==> src/rtl/pipe_pkg.sv <==
// Shared definitions for the generic pipeline-stage register.
// State encoding, default NOP payload and default stall-counter width.
package pipe_pkg;

    localparam logic [1:0] ST_EMPTY = 2'd0;
    localparam logic [1:0] ST_FULL  = 2'd1;
    localparam logic [1:0] ST_SKID  = 2'd2;

    localparam logic [31:0] PIPE_NOP = 32'h0000_0000;

    localparam int PIPE_CNT_W = 8;

    typedef enum logic [1:0] {
        EMPTY = ST_EMPTY,
        FULL  = ST_FULL,
        SKID  = ST_SKID
    } stage_state_t;

endpackage

==> src/rtl/pipe_stall_counter.sv <==
// Saturating count of consecutive stalled edges.
// Clears on any edge without a counted stall.
module pipe_stall_counter
    import pipe_pkg::*;
#(
    parameter int CNT_W = PIPE_CNT_W
) (
    input  logic             clk,
    input  logic             reset,
    input  logic             inc,
    output logic [CNT_W-1:0] cnt
);

    always_ff @(posedge clk or posedge reset) begin
        if (reset) begin
            cnt <= '0;
        end else if (!inc) begin
            cnt <= '0;
        end else if (cnt != {CNT_W{1'b1}}) begin
            cnt <= cnt + CNT_W'(1);
        end
    end

endmodule

==> src/rtl/pipe_stage_reg.sv <==
// Generic valid/ready pipeline register with a 2-entry skid, stall and bubble.
// Define STALL_CNT_EN to add the stall_cnt output and its saturating counter.
module pipe_stage_reg
    import pipe_pkg::*;
#(
    parameter int               WIDTH      = 32,
    parameter logic [WIDTH-1:0] RESET_VAL  = '0,
    parameter logic [WIDTH-1:0] BUBBLE_VAL = WIDTH'(PIPE_NOP)
`ifdef STALL_CNT_EN
    ,
    parameter int               CNT_W      = PIPE_CNT_W
`endif
) (
    input  logic             clk,
    input  logic             reset,
    input  logic [WIDTH-1:0] in_data,
    input  logic             in_valid,
    output logic             in_ready,
    output logic [WIDTH-1:0] out_data,
    output logic             out_valid,
    input  logic             out_ready,
    input  logic             stall,
    input  logic             bubble
`ifdef STALL_CNT_EN
    ,
    output logic [CNT_W-1:0] stall_cnt
`endif
);

    stage_state_t     state_q;
    stage_state_t     state_nx;
    logic [WIDTH-1:0] main_q;
    logic [WIDTH-1:0] main_nx;
    logic [WIDTH-1:0] skid_q;
    logic [WIDTH-1:0] skid_nx;
    logic             skid_valid;
    logic             accept;
    logic             deq;

    assign skid_valid = (state_q == SKID);
    assign out_valid  = (state_q != EMPTY);
    assign out_data   = main_q;

    // Ready depends only on state and hazard controls, never on the handshakes.
    assign in_ready = ~reset & ~skid_valid & ~stall & ~bubble;
    assign accept   = in_valid & in_ready;
    assign deq      = out_valid & out_ready & ~stall & ~bubble;

    always_comb begin
        state_nx = state_q;
        main_nx  = main_q;
        skid_nx  = skid_q;
        if (bubble) begin
            state_nx = EMPTY;
            main_nx  = BUBBLE_VAL;
            skid_nx  = BUBBLE_VAL;
        end else if (!stall) begin
            unique case (state_q)
                EMPTY: begin
                    if (accept) begin
                        state_nx = FULL;
                        main_nx  = in_data;
                    end
                end
                FULL: begin
                    unique case ({accept, deq})
                        2'b11: main_nx = in_data;
                        2'b10: begin
                            state_nx = SKID;
                            skid_nx  = in_data;
                        end
                        2'b01: begin
                            state_nx = EMPTY;
                            main_nx  = BUBBLE_VAL;
                        end
                        default: ;
                    endcase
                end
                SKID: begin
                    if (deq) begin
                        state_nx = FULL;
                        main_nx  = skid_q;
                        skid_nx  = BUBBLE_VAL;
                    end
                end
                default: begin
                    state_nx = EMPTY;
                    main_nx  = BUBBLE_VAL;
                end
            endcase
        end
    end

    always_ff @(posedge clk or posedge reset) begin
        if (reset) begin
            state_q <= EMPTY;
            main_q  <= RESET_VAL;
            skid_q  <= BUBBLE_VAL;
        end else begin
            state_q <= state_nx;
            main_q  <= main_nx;
            skid_q  <= skid_nx;
        end
    end

`ifdef STALL_CNT_EN
    pipe_stall_counter #(
        .CNT_W (CNT_W)
    ) u_stall_cnt (
        .clk   (clk),
        .reset (reset),
        .inc   (stall & ~bubble),
        .cnt   (stall_cnt)
    );
`endif

endmodule

==> config.mk <==
export PLATFORM = sky130hd
export DESIGN_NAME = pipe_stage_reg
export DESIGN_NICKNAME = d
export VERILOG_FILES = /design/src/rtl/pipe_pkg.sv /design/src/rtl/pipe_stall_counter.sv /design/src/rtl/pipe_stage_reg.sv
export SDC_FILE = /design/constraint.sdc
export NUM_CORES = 1
export LEC_CHECK = 0
export BUFFER_PORTS_ARGS = -buffer_cell sky130_fd_sc_hd__buf_2
export CORE_ASPECT_RATIO = 0.5
export CORE_UTILIZATION = 35
export CTS_CLUSTER_SIZE = 40
export DETAILED_ROUTE_END_ITERATION = 6
export GPL_ROUTABILITY_DRIVEN = 0
export SYNTH_ARGS = -nofsm -noshare
export SYNTH_HDL_FRONTEND = slang
export SYNTH_SLANG_ARGS = --single-unit
==> constraint.sdc <==
create_clock -name clk -period 2.51 [get_ports clk]
set_input_delay 0.502 -clock clk [delete_from_list [all_inputs] [get_ports clk]]
set_output_delay 0.502 -clock clk [all_outputs]
set_load 0.01 [all_outputs]
==> impl_metrics.toml, run 1 <==
[status]
outcome = "complete, no violations"

[pwr]
p_total_w = 0.00255
p_per_area_nw_per_um2 = 662
peakVddDrop_mv = 0.354
cellLeakagePower_nw = 1.87

[final_layout]
stdcell_count = 406
area.growth.synth_to_final_pct = 27.5
multi_input_area_sq_um = 1260
ff_latch_area_sq_um = 1650
fin_area_sq_um = 3840
finalNetCount = 327
drive_above_1_share = 0.459
antenna_cells = 0
nFillCells = 764
utilization = 0.470

[place]
post-place-cells = 390
placed_area_sq_um = 3550
port_buffers = 71
hpwl_um = 4970

[synth]
synth_seq_cells = 66
synth_edf_count = 0
ys_types = 28
postSynthNetCount = 255
synth_ff_type = "dfrtp_1"
yosysSeqAreaShare = 0.547
ys_async_sr_fraction = 1.00
avgSynthCellArea_sq_um = 13.9
yosys_warnings = 0
netlist_instances = 217
syn_area_sq_um = 3020

[die]
io_pins = 72
die_y_um = 67.6
die-area_sq_um = 9020
start_util = 0.369
die_x_um = 133
core-area_sq_um = 8170
placementRows = 23

[global_route]
overflow = 0
grt_max_degree = 39
grt.total_usage = 0.184
grt_pass1_wl_um = 12400
grt_pass1_vias = 2351
antenna_found_initial = 0

[worst_setup_path]
cp-startpoint = "state_q[0]$_DFFE_PP0P_"
start_kind = "flop"
critPathCaptureType = "output port"
worstPathRequired_ns = 2.01
r2r_setup_slack_ns = 0.51
crit_fanout = 33
crit_type = "flop to output port"
reg2reg_depth = 5
cp-endpoint = "in_ready"
r2r_end = "skid_q[4]$_DFFE_PP0P_"
r2r_start = "state_q[0]$_DFFE_PP0P_"
arrival_ns = 1.73

[route]
avgRoutedWirePerCell_um = 18.5
drtPass1Iterations = 4
drt_iter0_markers = 204
dr_total_vias = 2214
via_per_inst = 5.45
antenna_left = 0
drc = 0
routed_wl_um = 7500

[timing]
fmax_mhz = 448
tns_ns = 0
finalCriticalPeriod_ns = 2.23
drv_slew = 0
worst_pin_slew_ns = 0.744
finalHoldViolCount = 0
finalSetupViolCount = 0
grt_setup_unrepaired = "no"
slew_headroom = 0.504
skew_ns = 0.00451
period_share = 0.890

[clocking]
cts_resized = 0
cts_buffers = 9
cts_root_buffer = "clkbuf_16"
worstSkewPairLatency_ns = 0.34
cts_max_level = 3
cts.path.max_buffers = 2
cts_tree = "yes"
cts_num_sinks = 66
cts_setup_buffers = 0
clkTransAtPathRegs_ns = 0.05
ctsHoldBuffers = 0

[flow_run]
drv_cap = 0

[worst_hold_path]
min_path_type = "input pin to asynchronous set/reset pin"
## Yosys cell counts, types with 2 or more instances
cell	count	area [sq um]
a21oi_1	3	15.0
a22o_1	32	280
a22oi_1	32	240
buf_2	3	15.0
buf_6	8	90.1
clkbuf_1	11	41.3
dfrtp_1	66	1650
inv_1	3	11.3
nand2_1	2	7.51
nand2b_1	2	12.5
nor2_1	3	11.3
nor2b_1	3	18.8
nor3b_1	3	22.5
o21ai_0	2	10.0
o2bb2ai_1	2	17.5
o2bb2ai_2	30	450
## critical path, cell delays in order (launching register included)
cell	delay [ns]
dfrtp_1	0.53
nor2b_2	0.08
buf_4	0.26
nor4_1	0.32
buf_2	0.20
## where the power goes
group          switching, W  internal (W)  total (W)
clock              0.000440      0.000822    0.00126
combinational      0.000118     0.0000764   0.000195
sequential        0.0000110       0.00108    0.00109
total              0.000569       0.00198    0.00255
## logic make-up after synthesis
family | after synthesis | share of synthesized area
AOI/OAI and AO/OA | 106 | 0.355
DFF | 66 | 0.547
buffers and inverters | 25 | 0.0523
and+or+nand+nor | 20 | 0.0456
## stage by stage
step           hold WS (ns)  worst slack, ns
2_1_floorplan         0.473            0.353
4_1_cts               0.295            0.282
6_report              0.282            0.277
3_3_place_gp          0.472            0.145
5_1_grt               0.353            0.209
3_5_place_dp          0.473           0.0966
## cell type report
cell class,instances,share of cell area
clock inverters,2,0.00911
flip-flops and latches,66,0.430
repair buffers,83,0.126
inverters,3,0.00293
multi-input cells,126,0.328
well taps,112,0.0364
clock buffers,14,0.0687
## placed cells by master, fill, tap and decap left out, drive strengths merged
cell and count:
buf 83, dfrtp 66, a22oi 32, a22o 32
o2bb2ai 32, clkbuf 14, nor2 3, nor3b 3
a21oi 3, inv 3, nor2b 3, o21ai 3
nand2b 2, nand2 2, nor3 2, nor4 2
or4b 1, a2111oi 1, a41oi 1, and2 1
a211oi 1, o31ai 1, or2 1, bufinv 1
clkinv 1
## worst min-delay path by stage
| stage | from | to | slack, ns | cells past startpoint |
|---|---|---|---|---|
| 6_report | reset | skid_q[6]$_DFFE_PP0P_ | 0.28 | 2 |
| 5_1_grt | reset | skid_q[6]$_DFFE_PP0P_ | 0.35 | 2 |
| 3_3_place_gp | out_data[1]$_DFFE_PP0P_ | out_data[1]$_DFFE_PP0P_ | 0.47 | 1 |
| 2_1_floorplan | skid_q[29]$_DFFE_PP0P_ | skid_q[29]$_DFFE_PP0P_ | 0.47 | 1 |
| 3_5_place_dp | out_data[1]$_DFFE_PP0P_ | out_data[1]$_DFFE_PP0P_ | 0.47 | 1 |
| 4_1_cts | reset | skid_q[6]$_DFFE_PP0P_ | 0.30 | 2 |
## state kept, by name (all words and copies together) (netlist names)
register / count
state_q: 2
out_data: 32
skid_q: 32
## metal layers
layer,vias up,global-route usage,part of all wire
met1,1142,0.230,0.45
met5,-,0,0
li1,1006,-,-
met2,57,0.306,0.49
met4,0,0.0795,0.012
met3,9,0.0495,0.049
Note: power is estimated with default switching activity, not from simulation.
==> run 2: changes to the inputs <==
Settings changed: RECOVER_POWER from default to 50.
==> run 2 against run 1 <==
Sequential power barely moved. First-iteration DRC count fell by 7.8%. Sequential share of layout area is 0.25 points higher. Register-to-register slack hardly changed. Worst hold slack gained 0.12 ns. Critical path type unchanged.
==> impl_metrics.toml, run 2 (synthesized netlist as in run 1, its figures left out) <==
[clocking]
cts_root_buffer = "clkbuf_16"
cts_num_sinks = 66
cts_tree = "yes"
clkTransAtPathRegs_ns = 0.05
cts_setup_buffers = 0
cts_buffers = 9
cts_max_level = 3
ctsHoldBuffers = 0
worstSkewPairLatency_ns = 0.34
cts.path.max_buffers = 2
cts_resized = 0

[timing]
skew_ns = 0.00455
drv_slew = 0
tns_ns = 0
fmax_mhz = 449
finalHoldViolCount = 0
slew_headroom = 0.207
finalCriticalPeriod_ns = 2.23
hold_slack_ns = 0.403
fin_ws_ns = 0.284
worst_pin_slew_ns = 1.19
period_share = 0.887
finalSetupViolCount = 0
grt_setup_unrepaired = "no"

[worst_setup_path]
critPathCaptureType = "output port"
crit_fanout = 33
start_kind = "flop"
crit_type = "flop to output port"
arrival_ns = 1.72
worstPathRequired_ns = 2.01

[final_layout]
nFillCells = 770
antenna_cells = 0
stdcell_count = 406
finalNetCount = 327
final_cell_mix = "dfrtp_1 (66), buf_2 (53), a22oi_1 (32), a22o_1 (32), o2bb2ai_2 (30)"
area.growth.synth_to_final_pct = 26.7
layout_commonest_cell = "dfrtp_1"
drive_above_1_share = 0.395

[place]
hpwl_um = 4970
port_buffers = 71
pre_cts_ws_ns = 0.0966
post-place-cells = 390

[worst_hold_path]
min_path_type = "input pin to flop"

[route]
dr_total_vias = 2218
routed_wl_um = 7530
drc = 0
drt_iter0_markers = 188
antenna_left = 0
drtPass1Iterations = 4
avgRoutedWirePerCell_um = 18.6
via_per_inst = 5.46

[global_route]
grtUsageMet2 = 0.306
grt_pass1_wl_um = 12400
grt_use_met3 = 0.0495
overflow = 0
antenna_found_initial = 0
grt.total_usage = 0.184
grt_use_met1 = 0.230
grt_max_degree = 39
grt_pass1_vias = 2351
grt_most_used_layer = "met2"

[die]
placementRows = 23
die_x_um = 133
die_y_um = 67.6
start_util = 0.369
io_pins = 72
core-area_sq_um = 8170
die-area_sq_um = 9020

[pwr]
p_per_area_nw_per_um2 = 666
peakVddDrop_mv = 0.355
cellLeakagePower_nw = 1.80

[status]
outcome = "complete, no violations"

[flow_run]
drv_cap = 0
[run 2: cell count changes in the layout (fill, tap and decap cells not counted)]
cell,before,now
inv_1,2,3
inv_2,1,0
buf_2,71,53
clkbuf_1,3,21
[run 2: area by class of cell]
type	instances	area, sq um	area share
flip-flops and latches	66	1650	0.432
inverters	3	11.3	0.00295
clock buffers	14	264	0.0691
multi-input cells	126	1260	0.330
repair buffers	83	460	0.120
clock inverters	2	35.0	0.00917
well taps	112	140	0.0367
[run 2: stage by stage]
stage	instance area, sq um	total power (W)	utilization
after floorplan	3020	0.00121	-
after global placement	3550	0.00130	0.434
after detailed placement	3550	0.00130	0.434
after CTS	3840	0.00258	0.470
after global routing	3820	0.00263	0.468
final	3820	0.00255	0.468
[run 2: path summary, 6_finish.rpt]
path / start / end / slack [ns] / cells past startpoint
min in group asynchronous: reset / skid_q[6]$_DFFE_PP0P_ / 0.52 / 2
hold reg to reg: out_data[1]$_DFFE_PP0P_ / out_data[1]$_DFFE_PP0P_ / 0.49 / 1
setup / recovery: state_q[0]$_DFFE_PP0P_ / in_ready / 0.28 / 4
max in group asynchronous: reset / skid_q[25]$_DFFE_PP0P_ / 1.19 / 3
setup reg to reg: state_q[0]$_DFFE_PP0P_ / skid_q[4]$_DFFE_PP0P_ / 0.52 / 5
hold / removal: in_data[10] / skid_q[10]$_DFFE_PP0P_ / 0.40 / 2
[run 2: routing by layer]
metal / vias to the layer above / share of wire
met5: - / 0
met4: 0 / 0.016
met3: 11 / 0.046
met2: 61 / 0.48
met1: 1140 / 0.45
li1: 1006 / -
[run 2: critical path: stages (launching register included)]
cell,delay (ns)
dfrtp_1,0.53
nor2b_2,0.08
buf_4,0.27
nor4_1,0.31
buf_2,0.20
[run 2: where the power goes]
group	switching [W]	internal, W	leakage [nW]
Clock	0.000442	0.000822	0.147
Combinational	0.000118	0.0000745	0.730
Sequential	0.0000112	0.00108	0.919
Total	0.000571	0.00197	1.80
